[config.mk]
export PLATFORM = sky130hd
export DESIGN_NAME = depth_window_fetch
export DESIGN_NICKNAME = d
export VERILOG_FILES = /design/src/rtl/depth_pkg.sv /design/src/rtl/depth_tap_gen.sv /design/src/rtl/depth_window_fetch.sv
export SDC_FILE = /design/constraint.sdc
export NUM_CORES = 1
export LEC_CHECK = 0
export ABC_AREA = 1
export CAP_MARGIN = 20
export CORE_MARGIN = 10
export CORE_UTILIZATION = 55
export CTS_CLUSTER_DIAMETER = 30
export DETAILED_ROUTE_END_ITERATION = 16
export GPL_TIMING_DRIVEN = 0
export PLACE_DENSITY = 0.92
export SYNTH_ARGS = -nofsm -noshare
export SYNTH_HDL_FRONTEND = slang
export SYNTH_SLANG_ARGS = --single-unit
[constraint.sdc]
create_clock -name clk -period 8.8 [get_ports clk]
set_input_delay 1.76 -clock clk [delete_from_list [all_inputs] [get_ports clk]]
set_output_delay 1.76 -clock clk [all_outputs]
set_load 0.02 [all_outputs]
[src/rtl/depth_pkg.sv]
// Shared constants and FSM encoding for the depthwise 3x3 window fetcher.
package depth_pkg;
    localparam int DATA_WIDTH_DEF = 16;
    localparam int TAP_COUNT      = 9;
    localparam int COORD_W        = 7;
    localparam int FILT_W         = 6;
    localparam int TAP_IDX_W      = 4;

    typedef enum logic [1:0] {
        ST_IDLE  = 2'd0,
        ST_ISSUE = 2'd1,
        ST_DRAIN = 2'd2,
        ST_OUT   = 2'd3
    } state_t;
endpackage

[src/rtl/depth_tap_gen.sv]
// Maps a tap index around the window centre to a memory row/column and a padding flag.
module depth_tap_gen
    import depth_pkg::*;
(
    input  logic [TAP_IDX_W-1:0] Tap_Idx,
    input  logic [COORD_W-1:0]   Ctr_Row,
    input  logic [COORD_W-1:0]   Ctr_Col,
    input  logic [COORD_W-1:0]   Map_Last,
    output logic [COORD_W-1:0]   Tap_Row,
    output logic [COORD_W-1:0]   Tap_Col,
    output logic                 Tap_Pad
);
    logic signed [7:0] dr, dc, r, c, last_s;

    always_comb begin
        dr = 8'sd1;
        dc = 8'sd1;
        case (Tap_Idx)
            4'd0, 4'd1, 4'd2: dr = -8'sd1;
            4'd3, 4'd4, 4'd5: dr = 8'sd0;
            default:          dr = 8'sd1;
        endcase
        case (Tap_Idx)
            4'd0, 4'd3, 4'd6: dc = -8'sd1;
            4'd1, 4'd4, 4'd7: dc = 8'sd0;
            default:          dc = 8'sd1;
        endcase
        // 8-bit signed keeps -1 and 113 distinguishable from in-range indices
        r       = $signed({1'b0, Ctr_Row}) + dr;
        c       = $signed({1'b0, Ctr_Col}) + dc;
        last_s  = $signed({1'b0, Map_Last});
        Tap_Pad = (r < 0) || (r > last_s) || (c < 0) || (c > last_s);
        Tap_Row = r[COORD_W-1:0];
        Tap_Col = c[COORD_W-1:0];
    end
endmodule

[src/rtl/depth_window_fetch.sv]
// Fetches a zero-padded 3x3 window from feature-map memory for the depthwise PE,
// one read per cycle with fixed latency regardless of padding.
module depth_window_fetch
    import depth_pkg::*;
#(
    parameter int Data_Width = DATA_WIDTH_DEF
) (
    input  logic                       clk,
    input  logic                       RST,
    input  logic                       Coord_Valid,
    output logic                       Coord_Ready,
    input  logic [COORD_W-1:0]         Coord_Row,
    input  logic [COORD_W-1:0]         Coord_Col,
    input  logic [FILT_W-1:0]          Coord_Filter,
    input  logic [COORD_W-1:0]         Map_Last,
    input  logic                       Flush,
    output logic                       Mem_Rd_En,
    output logic [COORD_W-1:0]         Mem_Rd_Row,
    output logic [COORD_W-1:0]         Mem_Rd_Col,
    output logic [FILT_W-1:0]          Mem_Rd_Filter,
    input  logic [Data_Width-1:0]      Mem_Rd_Data,
    output logic                       Win_Valid,
    input  logic                       Win_Ready,
    output logic [9*Data_Width-1:0]    Win_Data,
    output logic [FILT_W-1:0]          Win_Filter
);
    state_t                  state_q, state_d;
    logic [TAP_IDX_W-1:0]    tap_idx_q, tap_idx_d;
    logic [COORD_W-1:0]      row_q, row_d, col_q, col_d, last_q, last_d;
    logic [FILT_W-1:0]       filt_q, filt_d;
    logic [9*Data_Width-1:0] win_q, win_d;
    logic                    rd_pend_q, rd_pend_d;
    logic [TAP_IDX_W-1:0]    rd_tag_q, rd_tag_d;
    logic [COORD_W-1:0]      tap_row, tap_col;
    logic                    tap_pad;

    depth_tap_gen u_tap_gen (
        .Tap_Idx  (tap_idx_q),
        .Ctr_Row  (row_q),
        .Ctr_Col  (col_q),
        .Map_Last (last_q),
        .Tap_Row  (tap_row),
        .Tap_Col  (tap_col),
        .Tap_Pad  (tap_pad)
    );

    always_ff @(posedge clk or negedge RST) begin
        if (!RST) begin
            state_q   <= ST_IDLE;
            tap_idx_q <= '0;
            row_q     <= '0;
            col_q     <= '0;
            last_q    <= '0;
            filt_q    <= '0;
            win_q     <= '0;
            rd_pend_q <= 1'b0;
            rd_tag_q  <= '0;
        end else begin
            state_q   <= state_d;
            tap_idx_q <= tap_idx_d;
            row_q     <= row_d;
            col_q     <= col_d;
            last_q    <= last_d;
            filt_q    <= filt_d;
            win_q     <= win_d;
            rd_pend_q <= rd_pend_d;
            rd_tag_q  <= rd_tag_d;
        end
    end

    always_comb begin
        state_d       = state_q;
        tap_idx_d     = tap_idx_q;
        row_d         = row_q;
        col_d         = col_q;
        last_d        = last_q;
        filt_d        = filt_q;
        win_d         = win_q;
        rd_pend_d     = 1'b0;
        rd_tag_d      = rd_tag_q;
        Coord_Ready   = (state_q == ST_IDLE) && !Flush;
        Mem_Rd_En     = 1'b0;
        Mem_Rd_Row    = '0;
        Mem_Rd_Col    = '0;
        Mem_Rd_Filter = '0;
        Win_Valid     = (state_q == ST_OUT);

        // Data for last cycle's read lands in the tap recorded with it
        if (rd_pend_q)
            win_d[int'(rd_tag_q)*Data_Width +: Data_Width] = Mem_Rd_Data;

        case (state_q)
            ST_IDLE: begin
                if (Coord_Valid) begin
                    row_d     = Coord_Row;
                    col_d     = Coord_Col;
                    filt_d    = Coord_Filter;
                    last_d    = Map_Last;
                    win_d     = '0;
                    tap_idx_d = '0;
                    state_d   = ST_ISSUE;
                end
            end
            ST_ISSUE: begin
                if (!tap_pad) begin
                    Mem_Rd_En     = 1'b1;
                    Mem_Rd_Row    = tap_row;
                    Mem_Rd_Col    = tap_col;
                    Mem_Rd_Filter = filt_q;
                    rd_pend_d     = 1'b1;
                    rd_tag_d      = tap_idx_q;
                end
                if (tap_idx_q == TAP_IDX_W'(TAP_COUNT - 1))
                    state_d = ST_DRAIN;
                else
                    tap_idx_d = tap_idx_q + 1'b1;
            end
            ST_DRAIN: state_d = ST_OUT;
            ST_OUT: begin
                if (Win_Ready)
                    state_d = ST_IDLE;
            end
            default: state_d = ST_IDLE;
        endcase

        // Abort wins over accept and handshake; in-flight read data is dropped
        if (Flush) begin
            state_d   = ST_IDLE;
            tap_idx_d = '0;
            rd_pend_d = 1'b0;
            win_d     = win_q;
            row_d     = row_q;
            col_d     = col_q;
            filt_d    = filt_q;
            last_d    = last_q;
        end
    end

    assign Win_Data   = win_q;
    assign Win_Filter = filt_q;
endmodule

# Word-level counts from Yosys, hierarchy flattened
# Cells that the tools add are included.
[totals] ff_bits=182 in_bits=48
[op_classes] add_sub_neg=4 order_cmp=4 eq_ne=15 n_shift=2 mux=24 n_bitwise=2 reduce_logical=16
[ops] cell="2-to-1 mux 144 bit" n=3
[ops] cell="bitwise mux 144 bit" n=1
[ops] cell="variable shift 16 x 33 -> 144 bit, first input constant" n=1
[ops] cell="variable part select 16 x 33 -> 144 bit" n=1
[ops] cell="negation 8 -> 33 bit" n=1
[ops] cell="case mux 8 bit (2 select lines)" n=2
[ops] cell="2-to-1 mux 7 bit" n=4
[ops] cell="adder 8 bit" n=2
[ops] cell="== test 4 x 3 -> 1 bit, second input constant" n=4
[ops] cell="> comparator 8 bit" n=2
[ops] cell="less-than comparator 8 x 1 -> 1 bit, second input constant" n=2
[ops] cell="2-to-1 mux 4 bit" n=3
[ops] cell="2-to-1 mux 6 bit" n=2
[ops] cell="OR reduction 3 bit" n=4
[ops] cell="!= test 3 bit, second input constant" n=3
[ops] cell="AND reduction 3 bit" n=3
[ops] cell="== test 4 x 2 -> 1 bit, second input constant" n=2
[ops] cell="2-to-1 mux 2 bit" n=4
[ops] cell="case mux 2 bit (4 select lines)" n=1
[ops] cell="case mux 4 bit (2 select lines)" n=1
[ops] cell="adder 4 x 1 -> 4 bit, second input constant" n=1
[ops] cell="== test 2 bit, second input constant" n=2
[ops] cell="== test 4 x 1 -> 1 bit, second input constant" n=1
[ops] cell="== test 4 bit, second input constant" n=1
[ops] cell="11 further kinds" n=16

# Longest topological paths before layout
# Gate-level depths: netlist of run 1.
[logic_depth] depth_word=11 mapped_depth=23 mapped_depth_nobuf=23

# Cells and area by module
# A second synthesis of run 1 with hierarchy kept.
[hier_totals] cells_unflattened=1481 hier_area_um2=10762.8
[modules_own_cells] module="depth_window_fetch" instances=1 cells_each=1322 area_per_inst_um2=9760.6 seq_area_each_um2=4554.4
[modules_own_cells] module="depth_tap_gen" instances=1 cells_each=159 area_per_inst_um2=1002.2 seq_area_each_um2=0.0

# Worst setup path before layout of run 1
# Ideal clock, no wire load.
[synth_timing] path_kind="flip-flop to output port" from="register tap_idx_q[0]" to="output Mem_Rd_Col[2]" t_arrival_ns=3.783 setup_slack_ns=3.257 path_stages_with_launch=24 n_path_buf=1 cell_sequence="dfrtp_1 > inv_1 > ha_1 > o21ai_0 > o21ai_1 > inv_1 > nand2_1 > ha_1 > fa_1 > nand3_1 > nand2_1 > xor2_1 > inv_1 > ha_1 > nand3_1 > nor2_1 > nor2_1 > nand2_1 > nand2_1 > nand2_1 > a21oi_1 > nand3_2 > buf_2 > nor2_1"
[synth_between] elab_chain_cells=10
[synth_rtl] item="start: declaration" line="depth_window_fetch.sv:28" source="logic [TAP_IDX_W-1:0] tap_idx_q, tap_idx_d;"
[synth_rtl] item="start signal: assignment" line="depth_window_fetch.sv:60" source="tap_idx_q <= tap_idx_d;"
[synth_rtl] item="== test 4 x 3 -> 1 bit, or another cell as far along" line="depth_tap_gen.sv:18" source="case (Tap_Idx)"
[synth_rtl] item="OR reduction 3 bit" line="depth_tap_gen.sv:18"
[synth_rtl] item="case mux 8 bit (2 select lines)" line="depth_tap_gen.sv:18"
[synth_rtl] item="adder 8 bit" line="depth_tap_gen.sv:29" source="r = $signed({1'b0, Ctr_Row}) + dr;"
[synth_rtl] item="less-than comparator 8 x 1 -> 1 bit or > comparator 8 bit (tied branches)" line="depth_tap_gen.sv:32" source="Tap_Pad = (r < 0) || (r > last_s) || (c < 0) || (c > last_s);"
[synth_rtl] item="logical OR 1 bit (3 in a row)" line="depth_tap_gen.sv:32"
[synth_rtl] item="2-to-1 mux 7 bit (*)" line="depth_window_fetch.sv:105" source="if (!tap_pad) begin"
[synth_rtl] item="2-to-1 mux 7 bit (*)" line="depth_window_fetch.sv:92" source="case (state_q)"
[synth_rtl] item="end: declaration" line="depth_window_fetch.sv:19" source="output logic [COORD_W-1:0] Mem_Rd_Col,"
# Every way passes the cells marked *; elsewhere a longest branch is shown, timed or not.

# Worst setup path after layout of run 1
[layout_timing] from="register tap_idx_q[0]" to="output Mem_Rd_Col[1]"
# Same word-level chain as after synthesis.

==> results of run 1 <==
[power by group through the flow]
stage | Combinational [W] | Sequential (W) | Clock (W)
after floorplan | 0.00123 | 0.00104 | 0
after global placement | 0.00178 | 0.00101 | 0
after detailed placement | 0.00189 | 0.00101 | 0
after CTS | 0.00193 | 0.000998 | 0.000775
after global routing | 0.00216 | 0.00101 | 0.000811
final | 0.00199 | 0.00100 | 0.000779
[cell type report]
cell class,count,area (µm²),share of cell area [%]
Sequential cell,182,4550,34.1
Inverter,160,603,4.52
Buffer,67,348,2.61
Tap cell,229,287,2.15
Clock inverter,15,160,1.20
Timing Repair Buffer,221,2230,16.8
Multi-Input combinational cell,915,4730,35.4
Clock buffer,17,425,3.19
[state kept, by name, summed over array words and instances (netlist names)]
| name | count |
|---|---|
| Win_Data | 144 |
| col_q | 7 |
| last_q | 7 |
| row_q | 7 |
| Win_Filter | 6 |
| rd_tag_q | 4 |
| tap_idx_q | 4 |
| state_q | 2 |
| rd_pend_q | 1 |
[logic make-up after synthesis]
kind of cell	synth area share, %
muxes	1.54
AOI/OAI and AO/OA	14.6
buffers and inverters	9.29
adders and majority gates	5.04
DFF	44.5
and+or+nand+nor	23.9
xor gates and xnor gates	1.19
[cells in the mapped netlist, types with 2 or more instances]
| cell | count |
|---|---|
| buf_1 | 4 |
| a21oi_2 | 3 |
| o21ai_1 | 19 |
| nand3_1 | 41 |
| buf_4 | 3 |
| buf_6 | 8 |
| nor2_1 | 97 |
| ha_1 | 38 |
| mux2_2 | 14 |
| nand4_1 | 13 |
| o211ai_1 | 56 |
| nand2_2 | 4 |
| nand2_1 | 394 |
| nand2_4 | 3 |
| nor3_1 | 20 |
| nor2_8 | 2 |
| o22ai_1 | 2 |
| o21ai_0 | 110 |
| xnor2_1 | 4 |
| fa_1 | 2 |
| dfrtp_1 | 182 |
| nand3_2 | 3 |
| a31oi_1 | 2 |
| nor2_2 | 4 |
| o21bai_1 | 3 |
| clkbuf_1 | 32 |
| a21oi_1 | 65 |
| xor2_1 | 8 |
| inv_2 | 5 |
| inv_1 | 153 |
| buf_2 | 20 |
[stage by stage]
stage / cells / hold slack (ns) / total power [W] / setup TNS, ns / worst slack, ns
after floorplan: 1324 / 0.465 / 0.00227 / 0 / 3.26
after global placement: 1773 / 0.453 / 0.00279 / -262.71 / -1.46
after detailed placement: 1774 / 0.460 / 0.00290 / 0 / 2.12
after CTS: 1806 / 0.478 / 0.00370 / 0 / 1.53
after global routing: 1806 / 0.499 / 0.00398 / 0 / 1.07
final: 1806 / 0.481 / 0.00377 / 0 / 1.41
[how the worst max path moves through the flow]
stage | startpoint | endpoint | cells after the start
finish | tap_idx_q[0] | Mem_Rd_Col[1] | 24
global route | tap_idx_q[0] | Mem_Rd_Filter[1] | 24
CTS | tap_idx_q[0] | Mem_Rd_Filter[1] | 24
detailed placement | tap_idx_q[0] | Mem_Rd_Filter[1] | 24
global placement | RST | Win_Data[35] | 1
floorplan | tap_idx_q[0] | Mem_Rd_Col[2] | 23
[worst max-delay path: stages, from the launching register on]
cell	delay, ns
dfrtp_1	0.45
inv_1	0.14
ha_1	0.27
o21ai_0	0.17
o21ai_1	0.27
inv_1	0.21
nand2_1	0.07
ha_1	0.22
fa_1	0.42
nand3_1	0.10
nand2_1	0.09
xor2_1	0.24
inv_1	0.08
ha_1	0.30
nand3_1	0.11
nor2_1	0.06
nor2_1	0.12
nand2_1	0.06
nand2_1	0.05
nand2_1	0.05
a21oi_1	0.36
nand3_2	0.27
buf_2	0.29
nor2_1	0.16
clkdlybuf4s50_1	0.64
[layer usage]
layer	wire (µm)	track usage [%]	vias to the layer above
li1	-	-	4739
met4	1910	14.7	0
met3	4330	8.17	154
met5	0	0	-
met1	12800	33.9	4983
met2	16700	46.6	703
==> flow_metrics.tcl, run 1 <==
set metrics [dict create \
    outcome "completed" \
    fmax_mhz 135 \
    drive_gt1_share_pct 6.98 \
    clock_path_buffers 2 \
    cts_setup_buffers 0 \
    die_h_um 156 \
    syn_inst 1324 \
    area_delta_synth_final_pct 30.4 \
    final_util_pct 73.5 \
    clockRootBuffer "clkbuf_16" \
    clock_skew_ns 0.0151 \
    diodes 0 \
    num_rows 49 \
    io_pins 221 \
    slew_headroom_pct 40.7 \
    ys_seq_area_share_pct 44.5 \
    path_class "flop to output pin" \
    vias 10579 \
    grt_pass1_vias 10245 \
    clock_latency_ns 0.45 \
    regToRegStartpoint "tap_idx_q[0]" \
    ys_top_cells_by_area "dfrtp_1, nand2_1, inv_1" \
    power_frac_comb_pct 52.8 \
    worstHoldPathType "flop to flop" \
    postSynthAreaPerCell_um2 7.73 \
    synth_enable_flop_cells 0 \
    ant_nets 0 \
    syn_area_um2 10200 \
    p_int_w 0.00201 \
    ys_types 41 \
    grt_start_max_net_pins 114 \
    post-dp-hpwl_um 26600 \
    tightest_slew_ns 0.889 \
    wirelength_um 35800 \
    ys_async_sr_fraction_pct 100 \
    rsz0062_at_grt "false" \
    core-area_um2 18100 \
    cp.arrival_ns 5.63 \
    fillers 1290 \
    critPathRequiredTime_ns 7.04 \
    grt_use_total_pct 28.6 \
    cp-start-kind "flop" \
    holdBufCountCts 0 \
    viasPerCell 5.86 \
    ir_drop_uv 338 \
    grt_overflow 0 \
    synth_top_flop_cell "dfrtp_1" \
    fin_area_um2 13300 \
    ff2ff_path_depth 23 \
    worstHoldStart "Win_Data[3]" \
    syn_nets 1412 \
    layout.nets 1652 \
    layout_commonest_cell "nand2_1" \
    dpl_cell_area_um2 12800 \
    p_sw_w 0.00176 \
    ys_ff_latch 182 \
    grt_pass1_wl_um 55200 \
    synth-warning-count 0 \
    hold_end "Win_Data[3]" \
    final_cell_mix "nand2_1, clkdlybuf4s50_1, dfrtp_1, inv_1, o21ai_0" \
    io_buffer_count 220 \
    start_util_pct 56.4 \
    finalMaxSlewViolations 0 \
    yosys.area.top_type "dfrtp_1" \
    grt_antenna_before_repair 0 \
    fin_crit_sh_pct 84.0 \
    crit_fanout 10 \
    die_area_um2 24500 \
    seq_power_share_pct 26.6 \
    cts_sinks 182 \
    power_frac_clock_pct 20.7 \
    rr_endpoint "rd_pend_q" \
    swShare_pct 46.7 \
    place_congestion 0.939 \
    cts_tree "yes" \
    cts_buffers 17 \
    cts-htree-levels 4 \
    r2r_setup_slack_ns 4.20 \
    post_cts_resized 0 \
    setup_viol 0 \
    crit_path_end_kind "output pin" \
    die_w_um 156 \
    wl_per_cell_um 19.8 \
    hold_viol 0 \
    clkTransAtPathRegs_ns 0.07 \
    drv_cap 0 \
    power_leakage_nw 6.71 \
    drc 0 \
    fin_crit_ns 7.39 \
    dr.pass1.iters 8 \
    power.density_nw_per_um2 283 \
    synth_top_area_share_pct 44.5 \
    drtIter0Drc 1327 \
    holdPathStages 2 \
]
Note: power is estimated with default switching activity, not from simulation.
==> run 2, diff against run 1 <==
--- a/config.mk
+++ b/config.mk
@@ -8,11 +8,11 @@
 export ABC_AREA = 1
 export CAP_MARGIN = 20
 export CORE_MARGIN = 10
-export CORE_UTILIZATION = 55
+export CORE_UTILIZATION = 52
 export CTS_CLUSTER_DIAMETER = 30
 export DETAILED_ROUTE_END_ITERATION = 16
 export GPL_TIMING_DRIVEN = 0
-export PLACE_DENSITY = 0.92
+export PLACE_DENSITY = 0.88
 export SYNTH_ARGS = -nofsm -noshare
 export SYNTH_HDL_FRONTEND = slang
 export SYNTH_SLANG_ARGS = --single-unit
==> constraint.sdc (replaced) <==
create_clock -name clk -period 7.1 [get_ports clk]
set_input_delay 1.42 -clock clk [delete_from_list [all_inputs] [get_ports clk]]
set_output_delay 1.42 -clock clk [all_outputs]
set_load 0.02 [all_outputs]
==> flow_metrics.tcl, run 2 (synthesis gave the netlist of run 1 again) <==
set metrics [dict create \
    drive_gt1_share_pct 6.98 \
    ant_nets 0 \
    fmax_mhz 149 \
    grt_use_total_pct 26.9 \
    use_met3_pct 8.66 \
    fin_crit_ns 6.73 \
    viasPerCell 5.63 \
    drc 0 \
    hold_end "Win_Data[8]" \
    area_delta_synth_final_pct 31.0 \
    holdWs_ns 0.474 \
    die_area_um2 25700 \
    ir_drop_uv 321 \
    regToRegStartpoint "tap_idx_q[0]" \
    path_class "flop to output pin" \
    ff2ff_path_depth 20 \
    die_h_um 160 \
    dr.pass1.iters 8 \
    clock_latency_ns 0.45 \
    critPathRequiredTime_ns 5.68 \
    grt_start_max_net_pins 113 \
    grt_pass1_vias 9882 \
    r2r_setup_slack_ns 2.79 \
    post-dp-hpwl_um 26400 \
    gr-usage-met2_pct 42.9 \
    io_buffer_count 220 \
    setup_tns_ns 0 \
    num_rows 51 \
    multi_input_area_um2 4740 \
    crit_path_end_kind "output pin" \
    rsz0062_at_grt "false" \
    die_w_um 160 \
    holdBufCountCts 0 \
    cts-htree-levels 4 \
    finalMaxSlewViolations 0 \
    clkTransAtPathRegs_ns 0.07 \
    layout_commonest_cell "nand2_1" \
    clockRootBuffer "clkbuf_16" \
    seq_area_um2 4550 \
    io_pins 221 \
    power.density_nw_per_um2 346 \
    crit_top_cell "nand2_1" \
    worstHoldPathType "flop to flop" \
    setup_viol 0 \
    rr_endpoint "rd_pend_q" \
    holdPathStages 2 \
    slowest_stage "clkdlybuf4s50_1" \
    final_cell_mix "nand2_1, clkdlybuf4s50_1, dfrtp_1, inv_1, o21ai_0" \
    worstSetupStartpoint "tap_idx_q[0]" \
    fin_crit_sh_pct 94.8 \
    clock_path_buffers 2 \
    fillers 1510 \
    grt_pass1_wl_um 55200 \
    hold_viol 0 \
    path_cells "inv_1, ha_1, nor2_1, nand2_1, nand2_1, inv_1, ha_1, a21oi_1, nand2_1, a31o_2, xnor2_1, inv_1, ha_1, nand2_1, nor2_1, nand4_1, a21oi_4, nand3_2, buf_2, nor2_1, clkdlybuf4s50_1" \
    tightest_slew_ns 0.727 \
    diodes 0 \
    wl_per_cell_um 19.2 \
    drtIter0Drc 1168 \
    met1_usage_pct 32.6 \
    slew_headroom_pct 51.2 \
    grt_overflow 0 \
    vias 10357 \
    cts_sinks 182 \
    worstHoldStart "Win_Data[8]" \
    crit_fanout 10 \
    drv_cap 0 \
    power_leakage_nw 6.78 \
    outcome "completed" \
    cts_buffers 17 \
    cp-start-kind "flop" \
    core-area_um2 19400 \
    cp.arrival_ns 5.31 \
    grt_antenna_before_repair 0 \
    clock_skew_ns 0.0144 \
    largest_reg_flops 144 \
    grt_busiest_layer "met2" \
    wirelength_um 35400 \
    cts_tree "yes" \
    start_util_pct 52.7 \
    layout.nets 1652 \
    place_congestion 0.937 \
    crit_path_max_incr_delay_ns 0.63 \
]
run 2: cell count changes in the layout (fill, tap and decap cells not counted), moves of 2 or more:
cell	delta
clkinv_4	-2
clkdlybuf4s50_1	-4
inv_6	-2
inv_8	-2
dlymetal6s2s_1	+4
run 2: per-layer routing:
| layer | routed length, µm | vias to the layer above |
|---|---|---|
| met1 | 13000 | 4866 |
| met2 | 16500 | 612 |
| met3 | 4230 | 132 |
| li1 | - | 4747 |
| met5 | 0 | - |
| met4 | 1720 | 0 |
run 2: power breakdown:
part / internal [W] / switching, W
clock network: 0.000531 / 0.000429
logic: 0.000837 / 0.00160
registers: 0.00116 / 0.0000788
run 2: stage by stage:
step	util, %	instances	setup WS [ns]	cell area, µm²	total power [W]
6_report	69.1	1840	0.372	13400	0.00463
5_1_grt	69.1	1840	0.00625	13400	0.00493
4_1_cts	69.0	1840	0.193	13400	0.00455
3_5_place_dp	66.0	1810	0.727	12800	0.00356
3_3_place_gp	65.8	1809	-2.91	12800	0.00348
2_1_floorplan	-	1324	1.90	10200	0.00282
run 2: worst max-delay path by stage:
stage | endpoint | slack, ns | cells past startpoint
after global routing | Mem_Rd_Filter[4] | 0.006 | 24
after global placement | row_q[3] | -2.91 | 1
final | Mem_Rd_Filter[1] | 0.37 | 21
after CTS | Mem_Rd_Col[6] | 0.19 | 24
after detailed placement | Mem_Rd_Col[6] | 0.73 | 24
after floorplan | Mem_Rd_Col[2] | 1.90 | 23
run 2: critical path: cells and delay by family, from the launching register on:
| kind | cells | cell delay [ns] |
|---|---|---|
| DFF | 1 | 0.41 |
| and+or+nand+nor | 9 | 1.31 |
| AOI/OAI and AO/OA | 3 | 0.67 |
| buffers and inverters | 5 | 1.29 |
| xor gates and xnor gates | 1 | 0.23 |
| adders and majority gates | 3 | 0.92 |
run 2: final cells by class:
cell class | instances | share of cell area (%)
multi-input cells | 915 | 35.4
flip-flops and latches | 182 | 34.0
repair buffers | 221 | 16.7
inverters | 160 | 4.50
clock buffers | 18 | 3.28
plain buffers | 67 | 2.59
well taps | 265 | 2.47
clock inverters | 12 | 1.08
run 2: repair_timing:
action,CTS,global route
setup endpoints to repair,0,21
endpoints found under the hold margin,0,0
resized for setup,0,7
buffers inserted,0,0
